File: src/rtl/pipe_hazard_ctrl.sv
// Pipeline sequencing for the 5-stage core: load-use bubble, multi-cycle multiply hold in EX, and redirect flush.
// Optional HAZ_PERF_EN adds saturating stall_cycles / flush_count counters.
module pipe_hazard_ctrl #(
    parameter int MUL_LAT = 4,
    parameter int RW      = 5
) (
    input  logic          clk,
    input  logic          rsta,
    input  logic          id_valid,
    input  logic [RW-1:0] id_r1,
    input  logic [RW-1:0] id_r2,
    input  logic          id_use_r1,
    input  logic          id_use_r2,
    input  logic          ex_valid,
    input  logic [RW-1:0] ex_w,
    input  logic          ex_reg_wen,
    input  logic          ex_mem_en,
    input  logic          ex_mem_wen,
    input  logic          ex_mul_en,
    input  logic          redirect,
    output logic          if_allow_in,
    output logic          ex_allow_in,
    output logic          idex_valid_in,
    output logic          ifid_flush,
    output logic          mul_busy,
    output logic          mul_done
`ifdef HAZ_PERF_EN
    ,
    output logic [15:0]   stall_cycles,
    output logic [15:0]   flush_count
`endif
);

    typedef enum logic {RUN, MUL} state_t;

    localparam logic [3:0] LAST = 4'(MUL_LAT - 1);
    localparam bit         LONG = (MUL_LAT > 1);

    state_t     state, state_nxt;
    logic [3:0] cnt, cnt_nxt;
    logic       mul_start, at_last, ex_stall;
    logic       load_use, hit1, hit2, redirect_eff;

    always_ff @(posedge clk) begin
        if (rsta) begin
            state <= RUN;
            cnt   <= 4'd0;
        end else begin
            state <= state_nxt;
            cnt   <= cnt_nxt;
        end
    end

    always_comb begin
        state_nxt = state;
        cnt_nxt   = cnt;
        mul_start = ex_valid & ex_mul_en & (state == RUN);
        at_last   = (state == MUL) && (cnt == LAST);
        ex_stall  = (mul_start & LONG) | ((state == MUL) && !at_last);
        mul_done  = (mul_start & !LONG) | at_last;
        case (state)
            RUN: begin
                if (mul_start && LONG) begin
                    state_nxt = MUL;
                    cnt_nxt   = 4'd1;
                end
            end
            MUL: begin
                if (at_last) begin
                    state_nxt = RUN;
                    cnt_nxt   = 4'd0;
                end else begin
                    cnt_nxt = cnt + 4'd1;
                end
            end
            default: begin
                state_nxt = RUN;
                cnt_nxt   = 4'd0;
            end
        endcase
    end

    // Only a real load into a nonzero register can be consumed too early.
    assign hit1     = id_use_r1 && (id_r1 == ex_w);
    assign hit2     = id_use_r2 && (id_r2 == ex_w);
    assign load_use = id_valid & ex_valid & ex_mem_en & !ex_mem_wen & ex_reg_wen
                      & (ex_w != '0) & (hit1 | hit2);

    // A held EX cannot retire a branch, so redirect waits for the release.
    assign redirect_eff  = redirect & !ex_stall;
    assign ex_allow_in   = !ex_stall;
    assign if_allow_in   = !ex_stall & (!load_use | redirect_eff);
    assign idex_valid_in = id_valid & !load_use & !redirect_eff;
    assign ifid_flush    = redirect_eff;
    assign mul_busy      = (state == MUL);

`ifdef HAZ_PERF_EN
    always_ff @(posedge clk) begin
        if (rsta) begin
            stall_cycles <= 16'd0;
            flush_count  <= 16'd0;
        end else begin
            if (!if_allow_in && stall_cycles != 16'hFFFF)
                stall_cycles <= stall_cycles + 16'd1;
            if (ifid_flush && flush_count != 16'hFFFF)
                flush_count <= flush_count + 16'd1;
        end
    end
`endif

endmodule

File: config.mk
export PLATFORM = sky130hd
export DESIGN_NAME = pipe_hazard_ctrl
export DESIGN_NICKNAME = d
export VERILOG_FILES = /design/src/rtl/pipe_hazard_ctrl.sv
export SDC_FILE = /design/constraint.sdc
export NUM_CORES = 1
export LEC_CHECK = 0
export ABC_AREA = 1
export BUFFER_PORTS_ARGS = -buffer_cell sky130_fd_sc_hd__buf_2
export CORE_MARGIN = 3
export CORE_UTILIZATION = 30
export CTS_CLUSTER_DIAMETER = 100
export CTS_CLUSTER_SIZE = 16
export DETAILED_ROUTE_END_ITERATION = 10
export PLACE_DENSITY = 0.68
export SETUP_SLACK_MARGIN = 0.2
export SYNTH_ARGS = -nofsm -noshare
export SYNTH_HDL_FRONTEND = slang
export SYNTH_SLANG_ARGS = --single-unit
File: constraint.sdc
create_clock -name clk -period 1 [get_ports clk]
set_input_delay 0.1 -clock clk [delete_from_list [all_inputs] [get_ports clk]]
set_output_delay 0.1 -clock clk [all_outputs]
set_load 0.01 [all_outputs]
==> report_table.html <==
<table>
<tr><th>Metric</th><th>Value</th></tr>
<tr><th colspan="2">Flow run</th></tr>
<tr><td>Number of violations of the max-capacitance limit</td><td>0</td></tr>
<tr><th colspan="2">Final layout</th></tr>
<tr><td>Final standard cell count with taps included and fillers excluded</td><td>163</td></tr>
<tr><td>Multi-input gate area in the final layout</td><td>382 um2</td></tr>
<tr><td>Layout overhead on the synthesized area</td><td>82.9%</td></tr>
<tr><td>Commonest non-fill, non-tap cell in the layout</td><td>sky130_fd_sc_hd__nand2_1</td></tr>
<tr><td>Final-layout fill cell count</td><td>160</td></tr>
<tr><td>Nets</td><td>175</td></tr>
<tr><td>Commonest non-fill, non-tap cells in the layout</td><td>34 x sky130_fd_sc_hd__nand2_1, 27 x sky130_fd_sc_hd__buf_2, 11 x sky130_fd_sc_hd__inv_1, 11 x sky130_fd_sc_hd__nor2_1, 10 x sky130_fd_sc_hd__buf_4</td></tr>
<tr><td>Number of antenna diodes</td><td>0</td></tr>
<tr><td>Core utilization of the finished layout</td><td>60.0%</td></tr>
<tr><td>Layout cells sized above 1</td><td>51.7%</td></tr>
<tr><td>Area taken by flip-flops and latches</td><td>108 um2</td></tr>
<tr><td>Area of all placed cells without fillers</td><td>925 um2</td></tr>
<tr><th colspan="2">Floorplanning</th></tr>
<tr><td>Area of the core region</td><td>0.00154 mm2</td></tr>
<tr><td>Height of the die</td><td>47.1 um</td></tr>
<tr><td>Initial cell density of the core</td><td>32.8%</td></tr>
<tr><td>Area enclosed by the die boundary</td><td>0.00221 mm2</td></tr>
<tr><td># IOs</td><td>32</td></tr>
<tr><td>Number of cell rows</td><td>14</td></tr>
<tr><td>Die Span X</td><td>47.1 um</td></tr>
<tr><th colspan="2">Global routing</th></tr>
<tr><td>Antenna violations before repair</td><td>0</td></tr>
<tr><td>Overflow after GRT</td><td>0</td></tr>
<tr><td>Vias in the first global route</td><td>637</td></tr>
<tr><td>Total routing usage reported by global routing</td><td>14.5%</td></tr>
<tr><td>Largest net degree at the start of global routing</td><td>6</td></tr>
<tr><td>First-pass GRT wire length</td><td>2350 um</td></tr>
<tr><th colspan="2">Clock network</th></tr>
<tr><td>TritonCTS clock tree</td><td>built</td></tr>
<tr><td>Number of H-tree levels</td><td>1</td></tr>
<tr><td>Clock network latency to the later pin of the worst-skew pair</td><td>0.24 ns</td></tr>
<tr><td>Clock Tree Buf Depth</td><td>2</td></tr>
<tr><td>Number of buffers created by CTS</td><td>3</td></tr>
<tr><td>Clock Root Buffer</td><td>sky130_fd_sc_hd__clkbuf_4</td></tr>
<tr><td># clock sinks</td><td>5</td></tr>
<tr><td>Worst-path clk slew</td><td>0.04 ns</td></tr>
<tr><th colspan="2">Worst setup path</th></tr>
<tr><td>Critical path data required time</td><td>0.90 ns</td></tr>
<tr><td>Startpoint of the most critical setup path</td><td>cnt[1]$_SDFFE_PP0P_</td></tr>
<tr><td>CP max FO</td><td>3</td></tr>
<tr><td>Worst-case register-to-register setup slack</td><td>-0.15 ns</td></tr>
<tr><td>Path depth of the worst reg2reg path</td><td>8</td></tr>
<tr><td>Capturing element type of the critical path</td><td>output port</td></tr>
<tr><td>Launch point of the worst reg-to-reg path</td><td>cnt[1]$_SDFFE_PP0P_</td></tr>
<tr><td>Path type of the worst setup path</td><td>flip-flop to output port</td></tr>
<tr><td>Reg-to-reg critical path endpoint</td><td>cnt[0]$_SDFFE_PP0P_</td></tr>
<tr><td>Critical path startpoint category</td><td>flip-flop</td></tr>
<tr><td>Worst Path Arrival</td><td>1.26 ns</td></tr>
<tr><th colspan="2">Drt</th></tr>
<tr><td>Average wire length per cell after detail routing</td><td>8.85 um</td></tr>
<tr><td>Number of iterations in the first detailed-routing pass</td><td>4</td></tr>
<tr><td>Post-detailed-route count of antenna-violating nets</td><td>0</td></tr>
<tr><td>Count of unresolved DRC violations after routing</td><td>0</td></tr>
<tr><td>Wire length reported by the detailed router</td><td>1440 um</td></tr>
<tr><td>Routed via count divided by cell count</td><td>4.44</td></tr>
<tr><td>Vias post-DR</td><td>723</td></tr>
<tr><td>Number of DRC markers after the initial detailed-route iteration</td><td>3</td></tr>
<tr><th colspan="2">Power</th></tr>
<tr><td>Cell Int Power</td><td>0.000520 W</td></tr>
<tr><td>Clk pwr share</td><td>30.8%</td></tr>
<tr><td>Peak supply drop</td><td>944 uV</td></tr>
<tr><td>Fraction of power spent switching nets</td><td>30.7%</td></tr>
<tr><td>Lkg Pwr</td><td>0.546 nW</td></tr>
<tr><td>P_sw</td><td>0.000230 W</td></tr>
<tr><td>Sequential share of power</td><td>29.3%</td></tr>
<tr><td>Overall power</td><td>0.000750 W</td></tr>
<tr><td>PD cells</td><td>811 mW/mm2</td></tr>
<tr><td>Fraction of power consumed by combinational cells</td><td>39.9%</td></tr>
<tr><th colspan="2">Yosys</th></tr>
<tr><td>Leading area contributor after synthesis</td><td>sky130_fd_sc_hd__nand2_1</td></tr>
<tr><td>Count of different cell masters after synthesis</td><td>16</td></tr>
<tr><td>Post-synthesis sequential area ratio</td><td>19.8%</td></tr>
<tr><td>Number of instances in the synthesized netlist</td><td>97</td></tr>
<tr><td>Synth warnings</td><td>0</td></tr>
<tr><td>Post-Synthesis Net Count</td><td>124</td></tr>
<tr><td>Post-Syn Area</td><td>505 um2</td></tr>
<tr><td>Mean instance size in the synthesized netlist</td><td>5.21 um2</td></tr>
<tr><td>Count of state elements after synthesis</td><td>5</td></tr>
<tr><td>Area share of the leading cell type in the synthesized netlist</td><td>27.5%</td></tr>
<tr><td>Top post-synthesis cells by area</td><td>sky130_fd_sc_hd__nand2_1 27%, sky130_fd_sc_hd__dfxtp_1 20%, sky130_fd_sc_hd__inv_1 8.9%, sky130_fd_sc_hd__nor2_1 8.9%, sky130_fd_sc_hd__nand3_1 6.9%</td></tr>
<tr><th colspan="2">STA</th></tr>
<tr><td>Worst hold slack</td><td>0.0919 ns</td></tr>
<tr><td>Setup skew after layout</td><td>0.00441 ns</td></tr>
<tr><td>Top achievable clock speed</td><td>736 MHz</td></tr>
<tr><td>Post-layout minimum cycle time</td><td>1.36 ns</td></tr>
<tr><td>Max-slew violation total from the final report</td><td>0</td></tr>
<tr><td>Setup WS post-layout</td><td>-0.359 ns</td></tr>
<tr><td>Final setup viols</td><td>10</td></tr>
<tr><td>Final Hold Viols</td><td>0</td></tr>
<tr><td>Transition time of the tightest slew-check pin</td><td>0.213 ns</td></tr>
<tr><td>Period Utilization, post-route</td><td>136%</td></tr>
<tr><td>Relative slew slack</td><td>85.8%</td></tr>
<tr><td>Setup repair after global routing missed its margin</td><td>true</td></tr>
<tr><th colspan="2">Outcome</th></tr>
<tr><td>Outcome</td><td>complete, but fails checks</td></tr>
<tr><td>Violated checks</td><td>negative setup slack</td></tr>
<tr><th colspan="2">Placed design</th></tr>
<tr><td>Count of buffers from port buffering</td><td>31</td></tr>
<tr><td>HPWL after detailed placement</td><td>1170 um</td></tr>
<tr><td>Last weighted congestion value of the routability-driven placer</td><td>0.707</td></tr>
<tr><td>Placed insts</td><td>155</td></tr>
<tr><td>Post-placement cell area</td><td>788 um2</td></tr>
<tr><th colspan="2">Min path</th></tr>
<tr><td>WHS Path Cells</td><td>2</td></tr>
<tr><td>WHS Endpoint</td><td>cnt[1]$_SDFFE_PP0P_</td></tr>
<tr><td>Worst min-delay path category</td><td>input port to flip-flop</td></tr>
<tr><td>Hold path startpoint</td><td>rsta</td></tr>
</table>
-- state kept, by name (all words and copies together), names as in the netlist --
name / flops
cnt: 4
mul_busy: 1
-- worst max-delay path, cell delays in order (launching register included) --
cell,delay (ns)
sky130_fd_sc_hd__dfxtp_2,0.33
sky130_fd_sc_hd__ha_4,0.16
sky130_fd_sc_hd__nand3_4,0.08
sky130_fd_sc_hd__inv_4,0.04
sky130_fd_sc_hd__nor2_4,0.10
sky130_fd_sc_hd__o21ai_1,0.08
sky130_fd_sc_hd__a21oi_2,0.09
sky130_fd_sc_hd__buf_2,0.13
-- cells by family (layout without fill, tap and decap cells) --
| group | Yosys count | count (layout) | share of synthesized area (%) |
|---|---|---|---|
| compound gates | 8 | 8 | 9.16 |
| buf+inv | 20 | 70 | 14.9 |
| simple gates | 61 | 61 | 50.2 |
| fa+ha+maj | 1 | 1 | 2.47 |
| xor+xnor | 2 | 2 | 3.47 |
| flops | 5 | 5 | 19.8 |
-- layer usage --
metal / global-route usage, % / vias up / wire length [um]
met2: 24.4 / 23 / 758
met4: 1.66 / 0 / 0
met1: 18.6 / 309 / 591
li1: - / 391 / -
met3: 4.60 / 0 / 92
met5: 0 / - / 0
-- synth_stat cells --
cell type	number
sky130_fd_sc_hd__a21boi_2	1
sky130_fd_sc_hd__nor2_2	1
sky130_fd_sc_hd__o21ai_1	1
sky130_fd_sc_hd__nand3_1	7
sky130_fd_sc_hd__nor2_1	12
sky130_fd_sc_hd__xnor2_1	1
sky130_fd_sc_hd__nor2_4	1
sky130_fd_sc_hd__xor2_1	1
sky130_fd_sc_hd__inv_1	12
sky130_fd_sc_hd__dfxtp_1	5
sky130_fd_sc_hd__nand2_1	37
sky130_fd_sc_hd__inv_2	8
sky130_fd_sc_hd__ha_1	1
sky130_fd_sc_hd__nor3_1	1
sky130_fd_sc_hd__nand2_2	2
sky130_fd_sc_hd__a21oi_1	6
-- power by group through the flow --
stage               clock network (W)  registers, W  logic (W)
floorplan                           0      0.000227   0.000114
CTS                          0.000239      0.000220   0.000279
finish                       0.000231      0.000220   0.000299
global route                 0.000260      0.000221   0.000335
detailed placement                  0      0.000224   0.000246
global placement                    0      0.000223   0.000240
-- worst max path at each step --
stage,endpoint,slack [ns]
after floorplan,idex_valid_in,-0.03
after global placement,idex_valid_in,-0.09
after detailed placement,idex_valid_in,-0.1
after CTS,idex_valid_in,-0.37
after global routing,idex_valid_in,-0.43
final,idex_valid_in,-0.36
-- stage by stage --
stage                     setup slack, ns  TNS, ns
after floorplan                   -0.0252  -0.0390
after global placement            -0.0905   -0.180
after detailed placement          -0.0995   -0.226
after CTS                          -0.368    -1.41
after global routing               -0.433    -2.31
final                              -0.359    -1.69
-- timing repair --
action	4_1_cts	5_1_grt
gates resized for setup	10	10
hold buffers	0	0
buffers inserted	1	3
endpoints found under the setup margin	11	11
pin swaps	1	5
-- final cells by class --
| type | instances | area share [%] |
|---|---|---|
| inverters | 20 | 8.39 |
| multi-input cells | 72 | 41.3 |
| repair buffers | 46 | 33.7 |
| well taps | 16 | 2.17 |
| flip-flops and latches | 5 | 11.6 |
| clock buffers | 4 | 2.84 |
No activity file was read; power rests on OpenSTA's default activity.
